$ cat config.mk
export PLATFORM = sky130hd
export DESIGN_NAME = data_memory_sized
export DESIGN_NICKNAME = d
export VERILOG_FILES = /design/src/rtl/data_memory_sized.sv
export SDC_FILE = /design/constraint.sdc
export NUM_CORES = 2
export LEC_CHECK = 0
export CAP_MARGIN = 20
export CORE_AREA = 2 2 425 427
export DETAILED_ROUTE_END_ITERATION = 16
export DIE_AREA = 0 0 427 429
export HOLD_SLACK_MARGIN = 0.03
export REMOVE_ABC_BUFFERS = 1
export SYNTH_ARGS = -nofsm -noshare
export SYNTH_HDL_FRONTEND = slang
export SYNTH_SLANG_ARGS = --single-unit
$ cat constraint.sdc
create_clock -name clk -period 7.4 [get_ports clk]
set_input_delay 0.74 -clock clk [delete_from_list [all_inputs] [get_ports clk]]
set_output_delay 0.74 -clock clk [all_outputs]
set_load 0.02 [all_outputs]
$ cat src/rtl/data_memory_sized.sv
// Word-organised 32-bit data RAM with byte/half/word stores, sign/zero-extended loads,
// a valid/ready request, programmable wait states and a one-cycle response pulse.
module data_memory_sized #(
  parameter int DEPTH       = 64,
  parameter int ADDR_W      = 8,
  parameter int WAIT_STATES = 1
) (
  input  logic              clk,
  input  logic              rst_n,
  input  logic              req_valid,
  output logic              req_ready,
  input  logic              req_write,
  input  logic [1:0]        req_size,
  input  logic              req_signed,
  input  logic [ADDR_W-1:0] req_addr,
  input  logic [31:0]       req_wdata,
  output logic              rsp_valid,
  output logic [31:0]       rsp_rdata,
  output logic              rsp_err
);
  localparam int         IDX_W     = ADDR_W - 2;
  localparam logic [3:0] WAIT_INIT = (WAIT_STATES > 0) ? 4'(WAIT_STATES - 1) : 4'd0;
  localparam logic [1:0] SZ_BYTE   = 2'b00;
  localparam logic [1:0] SZ_HALF   = 2'b01;
  localparam logic [1:0] SZ_WORD   = 2'b10;

  typedef enum logic [1:0] {S_IDLE, S_WAIT, S_ACCESS, S_RESP} state_t;

  state_t            state_reg, state_next;
  logic [3:0]        wait_cnt_reg;
  logic              write_reg;
  logic              signed_reg;
  logic [1:0]        size_reg;
  logic [1:0]        lane_reg;
  logic [IDX_W-1:0]  idx_reg;
  logic [31:0]       wdata_reg;
  logic [31:0]       ram [DEPTH];

  logic              accept;
  logic              req_err;
  logic [IDX_W-1:0]  req_idx;
  logic [3:0]        byte_en;
  logic [31:0]       wr_word;
  logic [31:0]       rd_word;
  logic [7:0]        rd_byte;
  logic [15:0]       rd_half;
  logic [31:0]       load_data;

  assign req_ready = (state_reg == S_IDLE);
  assign rsp_valid = (state_reg == S_RESP);
  assign accept    = req_valid && req_ready;
  assign req_idx   = req_addr[ADDR_W-1:2];

  // Rejected requests never leave IDLE for the RAM path, so RAM cannot be corrupted.
  always_comb begin
    req_err = 1'b0;
    case (req_size)
      SZ_BYTE: req_err = 1'b0;
      SZ_HALF: req_err = req_addr[0];
      SZ_WORD: req_err = |req_addr[1:0];
      default: req_err = 1'b1;
    endcase
    if ({{(32-IDX_W){1'b0}}, req_idx} >= 32'(DEPTH))
      req_err = 1'b1;
  end

  always_comb begin
    state_next = state_reg;
    case (state_reg)
      S_IDLE: begin
        if (accept) begin
          if (req_err)               state_next = S_RESP;
          else if (WAIT_STATES > 0)  state_next = S_WAIT;
          else                       state_next = S_ACCESS;
        end
      end
      S_WAIT:   if (wait_cnt_reg == 4'd0) state_next = S_ACCESS;
      S_ACCESS: state_next = S_RESP;
      S_RESP:   state_next = S_IDLE;
      default:  state_next = S_IDLE;
    endcase
  end

  always_ff @(posedge clk or negedge rst_n) begin
    if (!rst_n) begin
      state_reg    <= S_IDLE;
      wait_cnt_reg <= 4'd0;
    end else begin
      state_reg <= state_next;
      if (accept)
        wait_cnt_reg <= WAIT_INIT;
      else if (state_reg == S_WAIT && wait_cnt_reg != 4'd0)
        wait_cnt_reg <= wait_cnt_reg - 4'd1;
    end
  end

  always_ff @(posedge clk) begin
    if (accept) begin
      write_reg  <= req_write;
      signed_reg <= req_signed;
      size_reg   <= req_size;
      lane_reg   <= req_addr[1:0];
      idx_reg    <= req_idx;
      wdata_reg  <= req_wdata;
    end
  end

  // Store data is replicated across lanes; byte enables pick the lanes that change.
  always_comb begin
    byte_en = 4'b1111;
    wr_word = wdata_reg;
    case (size_reg)
      SZ_BYTE: begin
        byte_en = 4'b0001 << lane_reg;
        wr_word = {4{wdata_reg[7:0]}};
      end
      SZ_HALF: begin
        byte_en = lane_reg[1] ? 4'b1100 : 4'b0011;
        wr_word = {2{wdata_reg[15:0]}};
      end
      default: begin
        byte_en = 4'b1111;
        wr_word = wdata_reg;
      end
    endcase
  end

  always_ff @(posedge clk) begin
    if (state_reg == S_ACCESS && write_reg) begin
      for (int b = 0; b < 4; b++) begin
        if (byte_en[b])
          ram[idx_reg][8*b +: 8] <= wr_word[8*b +: 8];
      end
    end
  end

  assign rd_word = ram[idx_reg];
  assign rd_half = lane_reg[1] ? rd_word[31:16] : rd_word[15:0];

  always_comb begin
    case (lane_reg)
      2'd0:    rd_byte = rd_word[7:0];
      2'd1:    rd_byte = rd_word[15:8];
      2'd2:    rd_byte = rd_word[23:16];
      default: rd_byte = rd_word[31:24];
    endcase
  end

  always_comb begin
    case (size_reg)
      SZ_BYTE: load_data = {{24{signed_reg & rd_byte[7]}}, rd_byte};
      SZ_HALF: load_data = {{16{signed_reg & rd_half[15]}}, rd_half};
      default: load_data = rd_word;
    endcase
  end

  always_ff @(posedge clk or negedge rst_n) begin
    if (!rst_n) begin
      rsp_rdata <= 32'd0;
      rsp_err   <= 1'b0;
    end else if (accept && req_err) begin
      rsp_rdata <= 32'd0;
      rsp_err   <= 1'b1;
    end else if (state_reg == S_ACCESS) begin
      rsp_rdata <= write_reg ? 32'd0 : load_data;
      rsp_err   <= 1'b0;
    end
  end

endmodule

==> After elaboration in Yosys (flattened, before gate mapping) <==
Memory sizes are Yosys's and may differ from the RTL's. A register that Yosys moved wholly into a read port is not among the register bits.
Index checks and enable logic that the tools add are counted.
{ "totals": {"mem_bits_rw": 2048, "memories": 1, "in_bits": 47, "register_bits": 83} }
{ "classes": {"shift": 1, "eq_ne": 10, "n_reduce_logical": 14, "add_sub_neg": 1, "muxes": 31, "bitwise_logic": 2} }
{ "mem_list": {"columns": ["name", "words", "word_bits", "rd", "rd_clocked_by_memory_dff", "wr", "line", "rtl"], "rows": [
  ["ram", 64, 32, 1, 1, 1, "37", "logic [31:0] ram [DEPTH];"]
]} }
{ "op_table": {"columns": ["op", "n"], "rows": [
  ["case mux 32 bit (2 select lines)", 2],
  ["2-to-1 mux 32 bit", 3],
  ["case mux 8 bit (3 select lines)", 1],
  ["2-to-1 mux 16 bit", 1],
  ["2-to-1 mux 1 bit", 14],
  ["2-to-1 mux 4 bit", 3],
  ["equality test 2 x 1 -> 1 bit, second input constant", 4],
  ["equality test 2 bit, second input constant", 4],
  ["logical NOT 2 bit", 4],
  ["case mux 2 bit (4 select lines)", 1],
  ["case mux 4 bit (2 select lines)", 1],
  ["2-to-1 mux 2 bit", 3],
  ["2-to-1 mux 6 bit", 1],
  ["logical AND 1 bit", 4],
  ["logical NOT 4 bit", 1],
  ["nonzero test 2 bit", 2],
  ["nonzero test 4 bit", 1],
  ["left shift 1 x 2 -> 4 bit, first input constant", 1],
  ["subtractor 4 x 1 -> 4 bit, second input constant", 1],
  ["case mux 1 bit (3 select lines)", 1],
  ["AND 1 bit", 2],
  ["!= test 2 x 1 -> 1 bit, second input constant", 1],
  ["!= test 2 bit, second input constant", 1],
  ["AND reduction 2 bit", 1],
  ["OR reduction 2 bit", 1]
]} }

==> Depth between registers and ports, before layout <==
{ "depth": {"ltp_word": 7, "depth_mapped": 14, "mapped_depth_nobuf": 10} }

==> Worst setup path after synthesis <==
Ideal clock, no wire load.
{ "synth_timing": {"path_type": "register -> register", "start": "register wdata_reg[0]", "end": "memory ram[0][24] (data pin)", "synth_period_minus_slack_ns": 4.496, "required_time_ns": 6.698, "t_arrival_ns": 3.793, "setup_ns": 0.702, "stages_incl_launch_ff": 3, "setup_slack_ns": 2.904, "cell_sequence": "edfxtp_1 mux2i_1 o21ai_0"} }
{ "synth_between": {"elab_chain_cells": 1} }
{ "synth_lines": {"columns": ["element", "line", "rtl"], "rows": [
  ["start, declared", "36", "logic [31:0] wdata_reg;"],
  ["start signal, assigned", "104", "wdata_reg <= req_wdata;"],
  ["case mux 32 bit (2 select lines)", "112", "case (size_reg)"],
  ["named net wr_word[24]", "43", "logic [31:0] wr_word;"],
  ["end, declared", "37", null]
]} }
The timed path passes the listed nets, and every way through them passes these cells.

==> metrics.txt <==
Setup CP Type=reg2reg; WL final=227000 microns; Register-to-Register Setup Slack=approximately 2900 ps; Crit-path slowest cell=nor2b_1; Seq cells post-synth=2137; antenna-violating nets left=0; CP Data Required Time=8130 ps; nets@finish=roughly 4000; Total GRT Usage=25.0%; worst-path maximum fanout=between 100 and 150; area of placed instances=between 0.08 and 0.09 sq mm; GR Overflow Total=0; post-synthesis instance total=3782; post-place setup slack=between 2000 and 3000 ps; later-pin clock latency in the skew report=between 800 and 900 ps; Starting Density=between 40% and 50%; Area Growth Syn to Fin=12.6%; I/O Buffers=about 80; Cell Area, Synth=approximately 0.083 sq mm; max-cap viol count=0; clock root cell=clkbuf_16; fin crit period=about 4500 ps; H-tree Lvls=4; post-CTS setup buffers=0; total clock sinks=between 2000 and 2500; Seq/Total Area, Yosys=approximately three quarters; most used cell, CP=o21a_1; Die Wd=427 microns; Ports=82; CTS Buffer Depth=3; status=finished, final reports clean; share of the synthesized area in the top cell type=roughly three quarters; max incr delay on CP=between 800 and 900 ps; Post-route DRC=0; Min Hold Slack=between 200 and 300 ps; full die area=0.183 sq mm; Ys Warns=0; number of gates resized after cts=0; Finished Cell Area=0.0939 sq mm; DR pass1 iterations=6; critical path cell sequence=buf_12 -> nor2b_1 -> nand2_1 -> a311o_1 -> o21ai_1 -> nor3_1 -> o21a_1 -> o21a_1 -> a221o_1; CTS tree=yes; RePlAce Congestion=around 0.94; HP Class=in2async; syn avg cell area=22.1 sq um; RSZ-0062 raised after global routing=no; ranking of synthesized cells by area=edfxtp_1, mux4_2, nor2_1; initial antenna violation count=5; layout cells sized above 1=around 25%; DP HPWL=between 100000 and 150000 microns; final worst path period share=a little over 60%; final setup violation count=0; hold_buf cts=1; commonest non-fill, non-tap cells in the layout=edfxtp_1, mux4_2, nor2_1, clkbuf_16, nand2_1; worst reg2reg endpoint=rsp_rdata[23]$_DFFE_PN0P_; chip height=approximately 430 microns; fmax=224 MHz; Placeable Area=0.178 sq mm; EDFF count, synth=between 2000 and 2500; R2R cell count=9; Least-Margin Pin Slew=about 1200 ps; commonest non-fill, non-tap cell in the layout=edfxtp_1; DR vias/cell=between 6 and 7; Critical Path AT=roughly 5200 ps; async set-reset flop share out of synthesis=1.82%; max reg flops=2048; final hold vios=0; Max Transition Viols Final=0; pin count of the biggest net entering global routing=122; Rel. slew slack=around 17%; clk_skew=roughly 56 ps; VDD IR max=between 0.2 and 0.25 mV; CP Capture Type=register; Leak Pwr=0.0292 uW; violation count after the first detailed-route iteration=around 5100; WL/cell=approximately 35 microns; Worst Setup Start Kind=register; first-pass GRT wire length=between 300000 and 400000 microns; Worst-path clk slew=60 ps; Power, Total=31700 uW; TNS Setup=0 ps; power per standard cell area=roughly 340 mW/mm^2; final worst slack=approximately 2900 ps; vias in the first global route=slightly above 40000; Synth Flop Type=edfxtp_1; distinct cell type count after synthesis=58; row count=approximately 160; routed vias=around 40000; TritonCTS Buffers=around 210; Fillers=~14000; Synth area leader=edfxtp_1
-- logic make-up (layout without fill, tap and decap cells) --
logic type / count (synthesis) / in the layout / synth area share [%]
compound gates: 155 / 155 / 1.32
fa+ha+maj: 5 / 5 / 0.0750
xor+xnor: 3 / 3 / 0.0315
simple gates: 533 / 533 / 2.67
mux: 718 / 718 / 17.8
buf+inv: 231 / 585 / 1.44
other cells: 0 / 11 / 0
flops: 2137 / 2137 / 76.6
-- where the power goes --
group,total [uW],switching (uW),leakage (uW),internal [uW]
clock,10500,4660,0.00329,5840
combinational,6700,4060,0.00652,2630
sequential,14500,376,0.0194,14200
-- layout make-up --
class	count	area, sq um	area share (%)
repair buffers	176	1790	1.90
well taps	2355	2950	3.14
clock buffers	277	5620	5.98
flip-flops and latches	2137	63900	68.1
multi-input cells	1414	18400	19.6
clock inverters	120	1180	1.25
inverters	12	55.1	0.0586
diodes	11	27.5	0.0293
-- metrics by stage --
step                      cells  util [%]
final                      6502      52.8
after global routing       6494      52.8
after CTS                  6474      52.6
after detailed placement   6076      48.8
after global placement     6062      48.7
after floorplan            3563         -
-- cells in the mapped netlist (4+ instances only) --
master / instances
clkbuf_1: 90
buf_1: 28
a22o_1: 4
a211o_1: 16
nand3_1: 17
nor2b_1: 14
and2_1: 4
mux2_2: 24
nand2b_1: 4
nor3b_1: 7
buf_6: 19
a21oi_1: 17
mux4_2: 611
o221ai_1: 4
and3b_1: 5
a221oi_1: 9
edfxtp_1: 2092
o21ai_0: 19
mux2i_1: 83
buf_2: 51
a211oi_1: 9
nor2_1: 302
ha_1: 5
a22oi_1: 14
nand4_1: 6
dfrtp_1: 39
nand3b_1: 4
o21bai_1: 4
and3_1: 10
nand2_1: 136
nor3_1: 18
dfxtp_1: 6
o22ai_1: 27
buf_4: 28
inv_1: 11
or3_1: 4
o211ai_1: 9
-- worst max path at each step --
| stage | depth (start not counted) | from | to | slack [ps] |
|---|---|---|---|---|
| after floorplan | 8 | register | rsp_rdata[23]$_DFFE_PN0P_ | -15440 |
| after global placement | 9 | register | rsp_rdata[23]$_DFFE_PN0P_ | 3040 |
| after detailed placement | 9 | register | rsp_rdata[23]$_DFFE_PN0P_ | 2980 |
| after CTS | 9 | register | rsp_rdata[23]$_DFFE_PN0P_ | 3020 |
| after global routing | 9 | register | rsp_rdata[23]$_DFFE_PN0P_ | 2740 |
| final | 9 | register | rsp_rdata[23]$_DFFE_PN0P_ | 2930 |
-- critical path, delay by kind of cell (launching register included) --
family,cells,cell delay (ps)
AO/OA/AOI/OAI,5,1750
buffers and inverters,1,620
flip-flops,1,720
AND/OR/NAND/NOR,3,1070
-- per-layer routing --
layer / track usage (%) / up-vias / part of all wire [%]
li1: - / 16197 / -
met1: 33.6 / 21836 / 39
met2: 38.9 / 1816 / 48
met3: 5.09 / 461 / 7.8
met4: 12.9 / 4 / 6.2
met5: 0 / - / 0.011
No activity file was read; power rests on OpenSTA's default activity.
